$ cat config.mk
export PLATFORM = sky130hd
export DESIGN_NAME = fifo_burst_drainer_flat
export DESIGN_NICKNAME = d
export VERILOG_FILES = /design/src/rtl/fifo_burst_drainer_pkg.sv /design/src/rtl/fifo_burst_drainer_if.sv /design/src/rtl/fifo_burst_drainer_skid_buf.sv /design/src/rtl/fifo_burst_drainer.sv /design/src/flat_wrapper.sv
export SDC_FILE = /design/constraint.sdc
export NUM_CORES = 1
export LEC_CHECK = 0
export BUFFER_PORTS_ARGS = -buffer_cell sky130_fd_sc_hd__buf_2
export CORE_MARGIN = 2
export CORE_UTILIZATION = 64
export CTS_BUF_LIST = sky130_fd_sc_hd__clkbuf_2 sky130_fd_sc_hd__clkbuf_4 sky130_fd_sc_hd__clkbuf_8
export DETAILED_ROUTE_END_ITERATION = 8
export GPL_TIMING_DRIVEN = 0
export PLACE_DENSITY = 0.88
export SYNTH_ARGS = -nofsm -noshare
export SYNTH_HDL_FRONTEND = slang
export SYNTH_SLANG_ARGS = --single-unit
$ cat constraint.sdc
create_clock -name clk -period 8.2 [get_ports clk]
set_input_delay 1.23 -clock clk [delete_from_list [all_inputs] [get_ports clk]]
set_output_delay 1.23 -clock clk [all_outputs]
set_load 0.005 [all_outputs]
$ cat src/rtl/fifo_burst_drainer_pkg.sv
// fifo_burst_drainer_pkg: shared data width and drainer state encoding
package fifo_burst_drainer_pkg;
  localparam int FIFO_WIDTH = 16;
  typedef enum logic [1:0] {IDLE, BURST, GAP} state_t;
endpackage

$ cat src/rtl/fifo_burst_drainer_if.sv
// fifo_burst_drainer_if: FIFO read port plus the framed output stream
interface fifo_burst_drainer_if #(parameter int W = fifo_burst_drainer_pkg::FIFO_WIDTH);
  logic fifo_rd_en;
  logic [W-1:0] fifo_data_out;
  logic fifo_empty;
  logic fifo_underflow;
  logic [W-1:0] out_data;
  logic out_valid;
  logic out_ready;
  logic out_last;
  modport master (
    output fifo_rd_en, out_data, out_valid, out_last,
    input fifo_data_out, fifo_empty, fifo_underflow, out_ready
  );
  modport slave (
    input fifo_rd_en, out_data, out_valid, out_last,
    output fifo_data_out, fifo_empty, fifo_underflow, out_ready
  );
endinterface

$ cat src/rtl/fifo_burst_drainer_skid_buf.sv
// burst_skid_buf: two-entry {data,last} buffer; head is always entry 0
module burst_skid_buf #(parameter int W = 16) (
  input  logic       clk,
  input  logic       rst,
  input  logic       push,
  input  logic [W:0] push_entry,
  input  logic       pop,
  output logic [W:0] head,
  output logic [1:0] cnt,
  output logic       empty
);
  logic [W:0] tail;
  logic p;
  assign p = pop && cnt != 2'd0;
  assign empty = cnt == 2'd0;
  always_ff @(posedge clk)
    if (rst) begin
      head <= '0;
      tail <= '0;
      cnt <= '0;
    end else begin
      if (p && cnt == 2'd2) head <= tail;
      else if (push && (cnt == 2'd0 || (p && cnt == 2'd1))) head <= push_entry;
      if (push && ((cnt == 2'd1 && !p) || (cnt == 2'd2 && p))) tail <= push_entry;
      cnt <= cnt + 2'(push) - 2'(p);
    end
endmodule

$ cat src/rtl/fifo_burst_drainer.sv
// fifo_burst_drainer: pops FIFO words and re-emits them as gap-separated fixed-length bursts
module fifo_burst_drainer #(
  parameter int FIFO_WIDTH = fifo_burst_drainer_pkg::FIFO_WIDTH,
  parameter int BURST_LEN  = 4,
  parameter int GAP_CYCLES = 2,
  parameter int CNT_WIDTH  = 16
) (
  input  logic                 clk,
  input  logic                 rst,
  input  logic                 en,
  fifo_burst_drainer_if.master bus,
  output logic                 busy,
  output logic [CNT_WIDTH-1:0] words_cnt,
  output logic [CNT_WIDTH-1:0] underflow_cnt
);
  import fifo_burst_drainer_pkg::*;
  state_t state;
  logic [7:0] issued, accepted, gap_cnt;
  logic inflight, push, drop, hs, buf_empty;
  logic [1:0] buf_cnt;
  logic [FIFO_WIDTH:0] head;
  assign push = inflight && !bus.fifo_underflow;
  assign drop = inflight && bus.fifo_underflow;
  assign hs = bus.out_valid && bus.out_ready;
  // two credits: buffered words plus the read still in flight
  assign bus.fifo_rd_en = state == BURST && en && !bus.fifo_empty &&
                          buf_cnt + 2'(inflight) < 2'd2 && issued < 8'(BURST_LEN);
  assign bus.out_valid = !buf_empty;
  assign bus.out_data = head[FIFO_WIDTH:1];
  assign bus.out_last = head[0] && !buf_empty;
  assign busy = state != IDLE || inflight || !buf_empty;
  burst_skid_buf #(.W(FIFO_WIDTH)) u_buf (
    .clk,
    .rst,
    .push,
    .push_entry({bus.fifo_data_out, accepted == 8'(BURST_LEN - 1)}),
    .pop(hs),
    .head,
    .cnt(buf_cnt),
    .empty(buf_empty)
  );
  always_ff @(posedge clk)
    if (rst) begin
      state <= IDLE;
      issued <= '0;
      accepted <= '0;
      gap_cnt <= '0;
      inflight <= 1'b0;
      words_cnt <= '0;
      underflow_cnt <= '0;
    end else begin
      inflight <= bus.fifo_rd_en;
      issued <= issued + 8'(bus.fifo_rd_en) - 8'(drop);
      if (push) accepted <= accepted + 8'd1;
      if (hs && !(&words_cnt)) words_cnt <= words_cnt + 1'b1;
      if (drop && !(&underflow_cnt)) underflow_cnt <= underflow_cnt + 1'b1;
      case (state)
        IDLE: if (en && !bus.fifo_empty) begin
          state <= BURST;
          issued <= '0;
          accepted <= '0;
        end
        BURST: if (hs && bus.out_last) begin
          state <= GAP_CYCLES == 0 ? IDLE : GAP;
          gap_cnt <= '0;
        end
        GAP: if (gap_cnt == 8'(GAP_CYCLES - 1)) state <= IDLE;
             else gap_cnt <= gap_cnt + 8'd1;
        default: state <= IDLE;
      endcase
    end
endmodule
$ cat src/flat_wrapper.sv
// flat-port wrapper written by rule: the top's interface ports become plain ports
module fifo_burst_drainer_flat import fifo_burst_drainer_pkg::*;
#(
  parameter int FIFO_WIDTH = fifo_burst_drainer_pkg::FIFO_WIDTH,
  parameter int BURST_LEN  = 4,
  parameter int GAP_CYCLES = 2,
  parameter int CNT_WIDTH  = 16
)
  (clk, rst, en, busy, words_cnt, underflow_cnt, bus_fifo_rd_en, bus_out_data, bus_out_valid, bus_out_last, bus_fifo_data_out, bus_fifo_empty, bus_fifo_underflow, bus_out_ready);
  fifo_burst_drainer_if bus_i ();
  input  logic clk;
  input  logic rst;
  input  logic en;
  output logic busy;
  output logic [CNT_WIDTH-1:0] words_cnt;
  output logic [CNT_WIDTH-1:0] underflow_cnt;
  output wire logic [$bits(bus_i.fifo_rd_en)-1:0] bus_fifo_rd_en;
  output wire logic [$bits(bus_i.out_data)-1:0] bus_out_data;
  output wire logic [$bits(bus_i.out_valid)-1:0] bus_out_valid;
  output wire logic [$bits(bus_i.out_last)-1:0] bus_out_last;
  input wire logic [$bits(bus_i.fifo_data_out)-1:0] bus_fifo_data_out;
  input wire logic [$bits(bus_i.fifo_empty)-1:0] bus_fifo_empty;
  input wire logic [$bits(bus_i.fifo_underflow)-1:0] bus_fifo_underflow;
  input wire logic [$bits(bus_i.out_ready)-1:0] bus_out_ready;
  assign bus_fifo_rd_en = bus_i.fifo_rd_en;
  assign bus_out_data = bus_i.out_data;
  assign bus_out_valid = bus_i.out_valid;
  assign bus_out_last = bus_i.out_last;
  assign bus_i.fifo_data_out = bus_fifo_data_out;
  assign bus_i.fifo_empty = bus_fifo_empty;
  assign bus_i.fifo_underflow = bus_fifo_underflow;
  assign bus_i.out_ready = bus_out_ready;
  fifo_burst_drainer #(.FIFO_WIDTH(FIFO_WIDTH), .BURST_LEN(BURST_LEN), .GAP_CYCLES(GAP_CYCLES), .CNT_WIDTH(CNT_WIDTH)) u_core (.clk(clk), .rst(rst), .en(en), .bus(bus_i), .busy(busy), .words_cnt(words_cnt), .underflow_cnt(underflow_cnt));
endmodule
======== Word level (Yosys, flattened, before mapping) ========
Cells that the tools add are included.
storage, ports and cells
  register bits after elaboration ......... 95
  input bits .............................. 22
  output and inout bits ................... 52
cells by class
  $add $sub $neg .......................... 9
  magnitude comparators ................... 2
  eq/ne operators ......................... 10
  mux-type cells .......................... 14
  reduce and logical (&&, ||, !) cells .... 38
operators with widths
  kind                   number
  $mux 8                 7
  $mux 17                2
  $add 16x1->16 const B  2
  $reduce_and 16->1      2
  $logic_and 1x1->1      18
  $add 8x1->8 const B    2
  $pmux 8 s2             1
  $add 8x1->8            1
  $eq 8x1->1 const B     1
  $eq 8x2->1 const B     1
  $lt 8x3->1 const B     1
  $reduce_bool 2->1      4
  $sub 8x1->8            1
  $logic_not 1->1        6
  $mux 2                 3
  $pmux 2 s3             1
  $reduce_and 3->1       2
  $add 2x1->2            2
  $eq 2x1->1 const B     2
  $eq 2x2->1 const B     2
  $logic_not 2->1        2
  $logic_or 1x1->1       4
  $ne 2x1->1 const B     2
  $ne 2x2->1 const B     2
  2 further kinds        2

======== Longest topological paths before layout ========
Gate-level depths: netlist (run 1).
  depth after elaboration ................. 9
  depth in mapped cells ................... 13
  mapped depth without buffers ............ 13

======== Cells and area by module ========
A second synthesis (run 1) with hierarchy kept.
unflattened totals
  cell total of the unflattened synthesis .. 540
  area, all modules ....................... 4880.9 um2
by module, submodules not included
  module              instances  cells each  area an instance (um2)
  fifo_burst_drainer  1          367         3208.1
  burst_skid_buf      1          173         1672.9

======== Least setup slack after synthesis (run 1) ========
Ideal clock, no wire load.
  kind .................................... in2reg
  start ................................... input port en
  end ..................................... register u_core.issued[6]
  library setup time ...................... 0.070 ns
  arrival time ............................ 3.526 ns
  required time ........................... 8.130 ns
  path slack .............................. 4.605 ns
  stages .................................. 11
  path buffers ............................ 0
  cell sequence ........................... nor2b_1 > nand3_1 > a211o_1 > ha_1 > inv_1 > ha_1 > fa_1 > a21oi_1 > or4b_2 > a21o_1 > a21oi_1
on the way
  cells in the longest elaborated chain, start to end .. 8
  elaborated cells on any way between the ends .. 9
  classes of those cells .................. 2 x add/sub; 2 x mux; 5 x reduce/logical
RTL lines
  element                          RTL line                  text
  from (decl)                      flat_wrapper.sv:13        input logic en;
  $logic_and 1x1->1 (3 in series)  fifo_burst_drainer.sv:26  assign bus.fifo_rd_en = state == BURST && en && !bus.fifo_empty &&
  $logic_and 1x1->1                fifo_burst_drainer.sv:27  buf_cnt + 2'(inflight) < 2'd2 && issued < 8'(BURST_LEN);
  $add 8x1->8                      fifo_burst_drainer.sv:53  issued <= issued + 8'(bus.fifo_rd_en) - 8'(drop);
  $sub 8x1->8                      fifo_burst_drainer.sv:53
  $mux 8                           fifo_burst_drainer.sv:58  IDLE: if (en && !bus.fifo_empty) begin
  $mux 8 (*)                       fifo_burst_drainer.sv:57  case (state)
  to (signal assigned)             fifo_burst_drainer.sv:53
  to (decl)                        fifo_burst_drainer.sv:18  logic [7:0] issued, accepted, gap_cnt;
Every way passes the cells marked *; elsewhere a longest branch is shown, timed or not.
A chain may end at the register's enable or synchronous reset.

======== Worst setup path in the final report (run 1) ========
  start ................................... input port bus_fifo_empty
  end ..................................... register u_core.issued[6]
on the way
  cells in the longest elaborated chain, start to end .. 8
  elaborated cells on any way between the ends .. 9
  classes of those cells .................. 2 x add/sub; 2 x mux; 5 x reduce/logical
RTL lines
  element                          RTL line                                            text
  from (decl)                      flat_wrapper.sv:22                                  input wire logic [$bits(bus_i.fifo_empty)-1:0] bus_fifo_empty;
  $logic_not 1->1 (*)              fifo_burst_drainer.sv:26, fifo_burst_drainer.sv:58
  $logic_and 1x1->1 (2 in series)  fifo_burst_drainer.sv:26
  $logic_and 1x1->1                fifo_burst_drainer.sv:27
  $add 8x1->8                      fifo_burst_drainer.sv:53
  $sub 8x1->8                      fifo_burst_drainer.sv:53
  $mux 8                           fifo_burst_drainer.sv:58
  $mux 8 (*)                       fifo_burst_drainer.sv:57
Marks and branches as above.

==> impl_summary.md, run 1 <==
Floorplan
The number of cell rows is 32. The die area is between 8000 and 9000 um^2. The die is just over 90 um tall. The width of the chip is ~93 um. The I/O pin total is 74.

The core region is 7690 um^2. The initial core utilization is 65.9%.

Drt
The number of detailed-route iterations in the first pass is 5. The number of nets with antenna violations after detailed routing is 0. The routed design has 11000 um of wire. In the routed layout, each cell is associated on average with a via count of 5.83. The first-iteration detailed-routing DRC count is 295.

The overall via count from detail_route is around 4400. The mean routed wirelength per cell is between 10 and 15 um. In the routed design, unresolved DRC markers number 0.

Clocking
Clock latency on the worst-skew pair, taken at its later pin, is around 0.37 ns. The clock passes through at most 2 buffers. The number of cells upsized or downsized after cts is 0.

The TritonCTS clock tree is built. Clock-pin slew was measured on the worst setup and hold paths at 0.09 ns. Buffers inserted during clock tree synthesis total 9. The number of H-tree levels is 3.

In this run the post-CTS setup repair buffer count came out at 0. After clock tree synthesis, the flow added hold-fix buffers numbering 0. The root buffer cell chosen for the clock tree is clkbuf_8. The number of sinks handled by clock tree synthesis is 95.

Run status
The flow ran to the end, and the final reports show no timing, DRC or antenna violations.

Yosys
Summing every instance area after synthesis gives 5060 um^2. The netlist uses 66 different library cells. Of all flip-flops after synthesis, the portion carrying an async set or reset was 0%. Summing the sequential cell areas from Yosys gives 37.6% of the chip area. In this run, synthesis inferred 0 flip-flops with an integrated enable. The post-synthesis area per instance is about 8.9 um^2.

The synthesized net count is ~620. The register bit count reported by yosys is 95. Counting every instance in the synthesized netlist gives between 500 and 600.

The total of warnings raised by yosys is 0. For this run, the leading register cell type out of synthesis is dfxtp_1.

Placed design
The number of cells after detailed placement is ~740. Once placement finished, the instance area stood at 5550 um^2. Timing analysis after detailed placement gives a worst setup slack of 4.26 ns. During placement, the flow inserted port buffers numbering between 70 and 80. Routability-driven placement finished with a final weighted congestion of 0.888. The HPWL after detailed placement is 8140 um.

Worst setup path
The signal arrival time at the worst endpoint is ~3.9 ns. Walking the worst path, the cells encountered are buf_2 -> nor2b_1 -> nand3_1 -> a211o_1 -> ha_1 -> inv_1 -> ha_1 -> fa_1 -> a21oi_1 -> or4b_2 -> a21o_1 -> a21oi_1. STA puts the critical path data required time at 8.50 ns.

Counting both buffers and inverters, the worst setup path holds a total of 2. By startpoint and endpoint, the worst setup path is classified as in -> reg. The launch point of the worst path is bus_fifo_empty. Along the worst path, the maximum fanout reaches 4.

STA classifies the critical path endpoint as a flop. On the critical path, the stage with the largest delay is an instance of or4b_2. The startpoint kind of the worst setup timing path is a primary input. On the worst path, the slowest cell contributes a delay of 0.64 ns. In this run the critical register-to-register path is launched from u_core.state[1]. Broken down by cell family, the worst path's largest delay share belongs to simple AND/OR/NAND/NOR gates.

Timing
For the pin with the worst max-slew slack, the measured transition is 0.706 ns. The final critical-path share of the clock period is 43.6%. The worst path setup slack after routing is approximately 4.6 ns. On the final layout, the worst hold slack is 0.493 ns. Between clock sinks in the finished design, the worst skew comes to 0.0156 ns.

The setup TNS is 0 ns. The final count of hold timing violations is 0. The count of pins over their slew limit is 0.

Setup repair after global routing left no endpoint under its margin. For this run, the top clock speed supported by timing is 280 MHz. The setup-violating endpoint count in the final report is 0.

After layout, the minimum clock period comes to 3.57 ns. The relative slew slack is 52.5%.

Power and ir drop
In this run, flip-flops and latches consume 46.7% of the power. For this design the ratio of total power to cell area is 190 nW/um^2. The internal power of the cells is around 0.76 mW. Of the total power, combinational logic draws 25.1%. The switching portion of total power is 30.3%. The leakage power summed over all cells is 2.46 nW. The overall power is 1.09 mW. The maximum vdd ir drop is 0.130 mV. The clock network fraction of design power is between 20 and 30%. For this design the total switching power over the nets is 0.331 mW.

Job
Max-cap violations in this run came to 0.

Global route
The number of antenna violations at the first check in global routing was 0. Global routing used 26.7% of the available tracks across all layers. After global routing the overflow that remains totals 0. The via count of the first global-routing pass was 4295. The first global-routing pass estimated around 19000 um of wire. The pin count of the biggest net entering global routing is 16.

Final layout
For this run, the share of the core covered by cells in the final layout is between 70% and 80%. Leaving out fill and tap cells, the most frequent cells in the layout are dfxtp_1 (95), buf_2 (78), nor2_1 (64), nand2_1 (62), a21oi_1 (26). In the final design database the tool counted about 700 nets. The post-layout instance area is about 5700 um^2. The area growth from synthesis to final layout is 13.4%. The number of antenna diodes in the final layout is 0. Excluding fillers, the count of instances in the completed layout stands at 757. The share of layout cells above drive strength 1 is 22.4%.

The library cell used most frequently in the layout, excluding fill and tap cells, is dfxtp_1.

Min path
The startpoint identified for the worst hold timing path is u_core.state[1]. The path type of the worst min-delay path is reg -> reg.
==> per-layer routing <==
layer | part of all wire (%) | wire, um | global-route usage (%) | vias to the layer above
met1 | 44 | 4810 | 32.8 | 2081
li1 | - | - | - | 2208
met4 | 1.8 | 195 | 10.0 | 0
met2 | 50 | 5460 | 46.5 | 105
met3 | 4.8 | 523 | 4.88 | 18
met5 | 0 | 0 | 0 | -
==> synth_stat cells, types with 2 or more instances <==
cell type | number | area [um^2]
and3_1 | 8 | 50.1
a21o_1 | 4 | 30.0
nor4b_1 | 2 | 17.5
xor2_1 | 7 | 61.3
nand2_1 | 62 | 233
dfxtp_1 | 95 | 1900
o21ai_0 | 12 | 60.1
or3_1 | 4 | 25.0
nor3b_1 | 4 | 30.0
buf_6 | 3 | 33.8
nand4_1 | 16 | 100
nand3_1 | 15 | 75.1
clkbuf_1 | 11 | 41.3
mux2i_1 | 23 | 230
or4_1 | 9 | 67.6
nand4b_1 | 2 | 17.5
o21bai_1 | 5 | 37.5
a21boi_0 | 2 | 15.0
a311oi_2 | 17 | 255
a311oi_1 | 2 | 17.5
mux2_2 | 5 | 56.3
a21oi_1 | 26 | 130
buf_2 | 6 | 30.0
nor4_1 | 3 | 18.8
a211oi_1 | 6 | 45.0
a31oi_1 | 4 | 25.0
o31ai_1 | 7 | 52.6
a211o_1 | 3 | 26.3
nand3b_1 | 2 | 15.0
inv_1 | 22 | 82.6
o41ai_1 | 2 | 17.5
ha_1 | 24 | 300
nor2b_1 | 11 | 68.8
and2_1 | 4 | 25.0
buf_4 | 18 | 135
and4_1 | 7 | 61.3
buf_1 | 3 | 11.3
nor2_1 | 64 | 240
nor3_1 | 9 | 45.0
xnor2_1 | 11 | 96.3
a41oi_1 | 2 | 17.5
o211a_1 | 2 | 20.0
==> cell type report <==
type                    instances  area, um^2
clock inverters                 5        58.8
flip-flops and latches         95        1900
plain buffers                  42         256
clock buffers                  10         131
inverters                      23        86.3
repair buffers                 72         360
well taps                     102         128
multi-input cells             408        2820
fillers                       575        1950
==> sequential cells by signal, indices dropped and copies added (netlist names) <==
name	cells
u_core.inflight	1
u_core.accepted	8
u_core.u_buf.tail	17
u_core.gap_cnt	8
u_core.u_buf.cnt	2
u_core.state	2
u_core.issued	8
u_core.words_cnt	16
u_core.u_buf.head	17
u_core.underflow_cnt	16
==> path summary, 6_finish.rpt <==
path                      end  slack, ns  depth (start not counted)
max          u_core.issued[6]       4.63                         12
min           u_core.state[1]       0.49                          2
max reg2reg  u_core.issued[6]       4.88                         13
min reg2reg   u_core.state[1]       0.49                          2
==> power groups by stage <==
| stage | Combinational [mW] | Clock (mW) | Sequential [mW] |
|---|---|---|---|
| after global routing | 0.308 | 0.329 | 0.514 |
| final | 0.274 | 0.308 | 0.510 |
| after detailed placement | 0.274 | 0 | 0.521 |
| after global placement | 0.263 | 0 | 0.520 |
| after CTS | 0.275 | 0.309 | 0.510 |
| after floorplan | 0.205 | 0 | 0.516 |
==> logic make-up (layout without fill, tap and decap cells) <==
kind of cell	after synthesis	count (layout)	synth area share [%]
flops	95	95	37.6
xor+xnor	18	18	3.11
simple gates	231	231	23.4
fa+ha+maj	25	25	6.33
compound gates	106	106	17.2
mux	28	28	5.66
buf+inv	65	152	6.77
==> tightest hold or removal path, delay by kind of cell (launching register included) <==
family           cells  cell delay (ns)
flip-flops           1             0.34
AND/OR/NAND/NOR      1             0.06
multiplexers         1             0.05
Power figures use the tool's default switching activity.
==> inputs of run 2 (changes only) <==
--- a/config.mk
+++ b/config.mk
@@ -5,13 +5,14 @@
 export SDC_FILE = /design/constraint.sdc
 export NUM_CORES = 1
 export LEC_CHECK = 0
+export ABC_AREA = 1
 export BUFFER_PORTS_ARGS = -buffer_cell sky130_fd_sc_hd__buf_2
 export CORE_MARGIN = 2
-export CORE_UTILIZATION = 64
+export CORE_UTILIZATION = 60
 export CTS_BUF_LIST = sky130_fd_sc_hd__clkbuf_2 sky130_fd_sc_hd__clkbuf_4 sky130_fd_sc_hd__clkbuf_8
 export DETAILED_ROUTE_END_ITERATION = 8
 export GPL_TIMING_DRIVEN = 0
-export PLACE_DENSITY = 0.88
+export PLACE_DENSITY = 0.83
 export SYNTH_ARGS = -nofsm -noshare
 export SYNTH_HDL_FRONTEND = slang
 export SYNTH_SLANG_ARGS = --single-unit
==> constraint.sdc (replaced) <==
create_clock -name clk -period 3.7 [get_ports clk]
set_input_delay 0.555 -clock clk [delete_from_list [all_inputs] [get_ports clk]]
set_output_delay 0.555 -clock clk [all_outputs]
set_load 0.005 [all_outputs]
==> impl_summary.md, run 2 <==
Run status
The run finished with clean final reports.

Timing
The setup TNS is 0 ns. Setup repair after global routing left no endpoint under its margin. The clock period minus final worst setup slack is 2.65 ns. The setup-violating endpoint count in the final report is 0. For the pin with the worst max-slew slack, the measured transition is 0.580 ns. The count of pins over their slew limit is 0. In this run the tightest slew margin relative to its limit is between 60% and 70%. The final count of hold timing violations was 0.

The worst path setup slack after routing is roughly 1.1 ns. Timing would allow up to about 380 MHz. The worst setup skew after layout is 0.0143 ns. Dividing the final minimum period by the clock period gives a little under three quarters.

Yosys
By area, the combinational part of the netlist is dominated by simple AND/OR/NAND/NOR gates. The simple-gate share of the synthesized area is 32.5%. Yosys printed 0 warnings. The cell taking the most area after synthesis is dfxtp_1.

Yosys mapped a number of flops with a built-in enable equal to 0. The post-synthesis area per instance is 6.78 um^2. The synthesized netlist devotes 6.15% of its cell area to adder and majority cells.

Summing the areas of all compound-gate instances in the mapped netlist gives ~12% of the synthesized area. The flip-flop cell with the highest count after synthesis is dfxtp_1. After synthesis, the share of cell area in mux cells is 0%.

The sequential cell area fraction in the yosys report is 36.5%. The synthesized net count is 815. By count the netlist is led by nand2_1 (203), nor2_1 (119), dfxtp_1 (95). In the post-synthesis netlist, the biggest area contributors are dfxtp_1 (37%), nand2_1 (15%), nor2_1 (8.6%). Synthesis handed over a netlist of between 700 and 800 instances. The post-synthesis cell type count is 35. Of the post-synthesis cell area, the dominant cell type holds between 30% and 40%. The synthesized-area fraction occupied by xor and xnor cells is ~2.5%. Synthesis inferred 95 register bits. The summed instance area of the synthesized netlist is 5210 um^2. Counting flops with an async set or reset pin after synthesis yields a share of 0%. The most repeated cell in the gate-level netlist after synthesis is nand2_1.

Floorplan
The initialized floorplan defines 33 standard-cell rows. The die area is 9440 um^2. For this configuration, the core starts out at a cell density of 62.8%. The area of the core is a little over 8000 um^2.

In this run the horizontal extent of the chip is 97.2 um. The I/O pin total is 74. In this run the vertical extent of the chip is around 97 um.

Placed design
Once detailed placement completed, the half-perimeter wirelength came to 8790 um. The instance area after placement is 5700 um^2. OpenSTA, run right after detailed placement, puts the worst setup slack at 0.874 ns. The number of buffer cells added on primary ports is between 70 and 80. The placer congestion estimate is roughly 0.84.

Global route
The via count of the first global-routing pass was 4722. The first global-routing pass estimated between 20000 and 25000 um of wire. Entering global routing, the biggest net connects 20 pins.

The number of antenna violations at the first check in global routing came to 0. The remaining global-route overflow is 0. Global routing used 25.0% of the available tracks across all layers.

Clocking
After clock tree synthesis, the repair step resized 0 gates. The TritonCTS clock tree is built. The number of sinks handled by clock tree synthesis is 95. The total CTS buffers is 9. The maximum clock insertion buffer count is 2.

The clock transition at the registers of the reported paths is ~0.11 ns. The total of hold buffers inserted after clock tree synthesis is 0. The number of H-tree levels is 3. The master cell of the clock root buffer is clkbuf_8. Post-CTS timing repair inserted 0 buffers for setup.

The clock insertion delay at the later pin of the skew report is 0.37 ns.

Drt
Before antenna repair, the detailed router went through 5 iterations. The mean routed wirelength per cell is 12.2 um. Once detail routing completed, the nets flagged for antenna violations numbered 0. Detailed routing inserted a total of between 5000 and 6000 vias. Using the TritonRoute via totals, the vias-per-cell ratio works out to 5.27. The wire length reported by the detailed router is 11800 um.

The DRC violation count after routing is 0. For this block, the initial DRC count from the detailed router was 207.

Worst setup path
STA puts the critical path data arrival time at 2.88 ns. The total buffers and inverters traversed by the critical path is 3. The category of the worst setup path capture point is a flop.

The slowest stage of the critical path belongs to the cell fa_1. The kind of critical path is reg -> reg. The maximum single-stage delay on the critical path is 0.45 ns.

Along the worst path, the maximum fanout reaches 4. STA classifies the critical path startpoint as a flop. Walking the worst path, the cells encountered are inv_1 -> ha_1 -> nand2_1 -> nor3_1 -> nand2_1 -> nor2_1 -> inv_1 -> ha_1 -> inv_1 -> ha_1 -> fa_1 -> nand3_1 -> nor3b_1 -> nor3_1.

The dominant delay contributor by cell family on the critical path is adder cells. The required time of the critical path is 3.94 ns.

Power and ir drop
Combinational logic burns between 20 and 30% of the power. In this run switching power makes up 35.7% of total power. The clock network fraction of design power is between 20% and 30%.

The internal power of the cells totals 1.65 mW. The maximum vdd ir drop is 0.309 mV. Overall power consumption after layout is estimated at between 2 and 3 mW. In this run the power spent charging and discharging nets is 0.916 mW. Sequential cells account for 44.6% of the total power. Power spread over the standard cell area amounts to 435 nW/um^2. For this design the static power due to leakage is 2.60 nW.

Final layout
Of the cells placed in the final design, the portion with a size suffix greater than 1 is 16.1%. In the layout the commonest cells are nand2_1 (203), nor2_1 (119), dfxtp_1 (95), buf_2 (76), inv_1 (73). The post-layout instance area is 5900 um^2.

After the last flow step, the layout net total stands at 898. The area growth from synthesis to final layout is 13.2%. The share of the core filled with cells in the final layout is a little under three quarters. In the final layout, the registers with the most flip-flops are u_core.u_buf.head (17), u_core.u_buf.tail (17). The leading cell type in the layout, fill and taps excluded is nand2_1.

The number of antenna repair diodes is 0.

Job
The max-capacitance violation count is 0.

Min path
The path type of the worst min-delay path is in -> reg.
## run 2: logic make-up after synthesis
family / Yosys count
buf+inv: 113
simple gates: 403
flops: 95
compound gates: 117
fa+ha+maj: 25
xor+xnor: 15
## run 2: worst paths after layout
kind                         start               endpoint  slack, ns  cells past startpoint
min reg2reg  u_core.u_buf.tail[16]  u_core.u_buf.head[16]       0.48                      2
max                u_core.state[1]       u_core.issued[4]       1.05                     14
min           bus_fifo_data_out[6]   u_core.u_buf.head[7]       0.45                      3
max reg2reg        u_core.state[1]       u_core.issued[4]       1.05                     14
## run 2: final cells by class
class,count,area [um^2]
buffer,35,238
multi-input combinational,560,2780
sequential,95,1900
fill,705,2400
tap,105,131
clock buffer,9,124
clock inverter,7,73.8
inverter,78,294
timing repair buffer,72,360
## run 2: metal layers
layer	vias up	track usage, %	part of all wire (%)
met4	0	7.04	0.90
met2	126	45.5	50
met1	2317	30.1	44
met5	-	0	0
met3	11	4.53	5.4
li1	2610	-	-
## run 2: worst min-delay path, cell delays in order
cell	delay, ns
buf_2	0.10
nand2_1	0.06
a31oi_1	0.07
## run 2: power by group through the flow
stage / Clock, mW / Combinational, mW / Sequential (mW)
5_1_grt: 0.728 / 0.852 / 1.15
2_1_floorplan: 0 / 0.547 / 1.16
4_1_cts: 0.687 / 0.745 / 1.14
6_report: 0.672 / 0.748 / 1.14
3_5_place_dp: 0 / 0.741 / 1.17
3_3_place_gp: 0 / 0.717 / 1.16
## run 2: through the flow
| step | instances | hold slack (ns) |
|---|---|---|
| after global routing | 961 | 0.442 |
| after global placement | 945 | 0.464 |
| final | 961 | 0.446 |
| after detailed placement | 945 | 0.471 |
| after floorplan | 768 | 0.449 |
| after CTS | 961 | 0.431 |
==> inputs of run 3 (changes only) <==
--- a/config.mk
+++ b/config.mk
@@ -5,14 +5,14 @@
 export SDC_FILE = /design/constraint.sdc
 export NUM_CORES = 1
 export LEC_CHECK = 0
-export ABC_AREA = 1
+export ABC_AREA = 0
 export BUFFER_PORTS_ARGS = -buffer_cell sky130_fd_sc_hd__buf_2
 export CORE_MARGIN = 2
-export CORE_UTILIZATION = 60
+export CORE_UTILIZATION = 59
 export CTS_BUF_LIST = sky130_fd_sc_hd__clkbuf_2 sky130_fd_sc_hd__clkbuf_4 sky130_fd_sc_hd__clkbuf_8
 export DETAILED_ROUTE_END_ITERATION = 8
 export GPL_TIMING_DRIVEN = 0
-export PLACE_DENSITY = 0.83
+export PLACE_DENSITY = 0.82
 export SYNTH_ARGS = -nofsm -noshare
 export SYNTH_HDL_FRONTEND = slang
 export SYNTH_SLANG_ARGS = --single-unit
==> constraint.sdc (replaced) <==
create_clock -name clk -period 2.5 [get_ports clk]
set_input_delay 0.375 -clock clk [delete_from_list [all_inputs] [get_ports clk]]
set_output_delay 0.375 -clock clk [all_outputs]
set_load 0.005 [all_outputs]
==> impl_summary.md, run 3 (synthesis results as in run 1) <==
Run status
The run finished with clean final reports.

Placed design
At the end of routability-driven placement, the weighted congestion stood at 0.886. During placement, the flow inserted port buffers numbering between 70 and 80. The HPWL after detailed placement is about 8300 um. The instance area after placement is roughly 5600 um^2.

Timing
The count of pins over their slew limit is 0. Measured against its own limit, the worst slew margin works out to 49.2%. The final worst hold slack is ~0.26 ns. The worst setup skew after layout is between 0.015 and 0.02 ns. The routed design could run at a clock period as short as 2.50 ns. For this run, the top clock speed supported by timing is 400 MHz.

The worst-margin pin slew is between 0.7 and 0.8 ns. Setup repair after global routing could not meet its margin everywhere. The final count of hold timing violations is 0. The setup-violating endpoint count in the final report is 0. The final critical path takes up between 90 and 100% of the cycle.

Final layout
The library cell used most frequently in the layout, excluding fill and tap cells, is dfxtp_1. In the final layout, the registers with the most flip-flops are u_core.u_buf.head (17), u_core.u_buf.tail (17). Leaving out fill and tap cells, the most frequent cells in the layout are dfxtp_1 (89), buf_2 (78), nor2_1 (64), nand2_1 (62), buf_4 (30). The post-layout instance area is 5950 um^2. The final-layout fill cell count is slightly below 700. Cells with a size suffix above 1 make up 27.7% of the layout. The number of antenna diodes in the final layout is 0.

The final layout net count is roughly 700. The share of the core filled with cells in the final layout is 72.0%. The area growth from synthesis to layout is 17.5%.

Drt
The met1 wire length is 4960 um. The met3 wire length is 572 um. The post-detailed-route via-to-cell ratio is 5.88. Once detail routing completed, the nets flagged for antenna violations numbered 0. For this run, design rule violations remaining after detail routing come to 0. The mean routed wirelength per cell is about 15 um.

Signal routing reaches up to met4. The final route contains roughly 4500 vias. The first-iteration detailed-routing DRC count is 197. The met2 wire length is roughly 5900 um. The number of detailed-route iterations in the first pass is 5. The wire length reported by the detailed router is 11600 um.

Worst setup path
The category of the worst setup path capture point is a flop. The worst setup path endpoint is u_core.issued[6]. The endpoint identified for the worst register-to-register timing path is u_core.issued[6].

In this run the critical register-to-register path is launched from u_core.issued[4]. Along the worst path, the maximum fanout reaches 3. Among the stages of the critical path, the cell type that occurs most often is ha_4. The kind of critical path is reg -> reg. The slowest stage of the critical path belongs to the cell or4b_4. The worst register-to-register path has a setup slack of 0.002 ns. The total buffers and inverters traversed by the critical path is 3. STA classifies the critical path startpoint as a flop. The largest single stage delay on the critical path is 0.50 ns. STA puts the critical path data required time at 2.79 ns.

In this run the worst setup path begins at u_core.issued[4]. The critical path goes through inv_4 -> ha_4 -> inv_2 -> o21ai_2 -> a211o_1 -> ha_4 -> inv_2 -> ha_4 -> fa_2 -> a21oi_2 -> or4b_4 -> a21o_1 -> a21oi_1. The number of logic stages on the critical path including buffering is 13.

Data on the critical path arrives at its endpoint at 2.78 ns. The depth of the worst register-to-register path is 13. The dominant delay contributor by cell family on the critical path is adder cells.

Clocking
The number of H-tree levels is 3. The clock reaches the later pin of the worst-skew pair after 0.37 ns. TritonCTS built the clock tree.

The total CTS buffers is 9. Clock-pin slew was measured on the worst setup and hold paths at roughly 0.10 ns. The master cell of the clock root buffer is clkbuf_8.

The longest clock path from root to sink contains 2 buffers. The tree built by TritonCTS fans out to 95 sinks.

Power and ir drop
The net switching component of the power is 1.15 mW. The cell area power density is 631 nW/um^2. The maximum vdd ir drop is 0.466 mV.

The share of total power dissipated in sequential elements is 44.8%. Combinational logic is responsible for 26.9% of the overall power. The clock network is responsible for 28.4% of the overall power. The switching portion of total power is 30.6%.

Internal power comes to 2.60 mW. The analysis attributes to cell leakage a power of 2.54 nW.

Min path
The worst hold path belongs to the class in -> reg. The hold path startpoint is bus_fifo_data_out[7].

Floorplan
The initial core utilization is 61.3%. The die is 96.6 um tall. The die area is 9340 um^2.

The I/O pin total is 74. The initialized floorplan defines 33 standard-cell rows. The width of the chip is 96.6 um. After floorplanning, the core was sized to cover between 8000 and 9000 um^2.

Global route
For this run the aggregate overflow at the end of global routing stands at 0. The number of antenna violations at the first check in global routing is 0. Entering global routing, the biggest net connects 17 pins. The first global-routing pass estimated roughly 20000 um of wire. The aggregate global-route resource usage is between 20% and 30%. The via count of the first global-routing pass is ~4400.

Job
The max-capacitance violation count is 0.
==> run 3: changes by cell type in the layout (fill, tap and decap cells not counted), moves of 12 or more <==
cell      change
nor2_1       -55
a31oi_1      -13
nand2_1     -141
inv_1        -60
a311oi_2     +17
o21ai_0      -33
mux2i_1      +23
a21oi_1      -22
buf_4        +12
nand3_1      -25
==> run 3: power by group through the flow <==
stage / Clock (mW) / Combinational [mW] / Sequential [mW]
final: 1.06 / 1.01 / 1.68
after global routing: 1.14 / 1.12 / 1.69
after CTS: 1.08 / 0.975 / 1.68
after detailed placement: 0 / 0.925 / 1.71
after global placement: 0 / 0.884 / 1.71
after floorplan: 0 / 0.688 / 1.70
==> run 3: how the worst min path moves through the flow <==
stage	end	slack, ns	cells past startpoint
2_1_floorplan	u_core.state[1]	0.45	2
3_3_place_gp	u_core.state[1]	0.46	2
5_1_grt	u_core.u_buf.tail[6]	0.26	3
6_report	u_core.u_buf.tail[8]	0.26	3
4_1_cts	u_core.u_buf.tail[8]	0.25	3
3_5_place_dp	u_core.state[1]	0.47	2
==> run 3: what timing repair did <==
action                                  4_1_cts  5_1_grt
hold endpoints to repair                      0        0
hold buffers                                  0        0
buffers inserted                              7        5
pin swaps                                     8        5
endpoints found under the setup margin        4        4
gates resized for setup                      13        8
==> run 3: layout make-up <==
cell class              count  area (um^2)  area share (%)
plain buffers              41          253            4.25
clock buffers              11          145            2.44
clock inverters             5         65.1            1.09
inverters                  23         88.8            1.49
multi-input cells         408         2900            48.8
flip-flops and latches     95         1910            32.1
well taps                 105          131            2.21
repair buffers             84          450            7.57
==> run 3: through the flow <==
step	setup WS, ns	power (mW)	cells	TNS, ns
after floorplan	-0.0408	2.38	568	-0.0408
after global placement	-0.292	2.59	745	-0.608
after detailed placement	-0.319	2.64	745	-0.699
after CTS	-0.113	3.74	767	-0.134
after global routing	-0.0938	3.95	772	-0.123
final	0.00232	3.75	772	0
==> run 3: worst reg2reg max path, cell delays in order, from the launching register on <==
cell,delay (ns)
dfxtp_2,0.36
inv_4,0.05
ha_4,0.15
inv_2,0.05
o21ai_2,0.04
a211o_1,0.31
ha_4,0.23
inv_2,0.06
ha_4,0.14
fa_2,0.21
a21oi_2,0.07
or4b_4,0.50
a21o_1,0.17
a21oi_1,0.10
==> run 3: routing by layer <==
| metal | up-vias | GRT usage [%] |
|---|---|---|
| met5 | - | 0 |
| met4 | 0 | 5.74 |
| met3 | 11 | 4.84 |
| met2 | 128 | 44.2 |
| met1 | 2174 | 30.5 |
| li1 | 2224 | - |
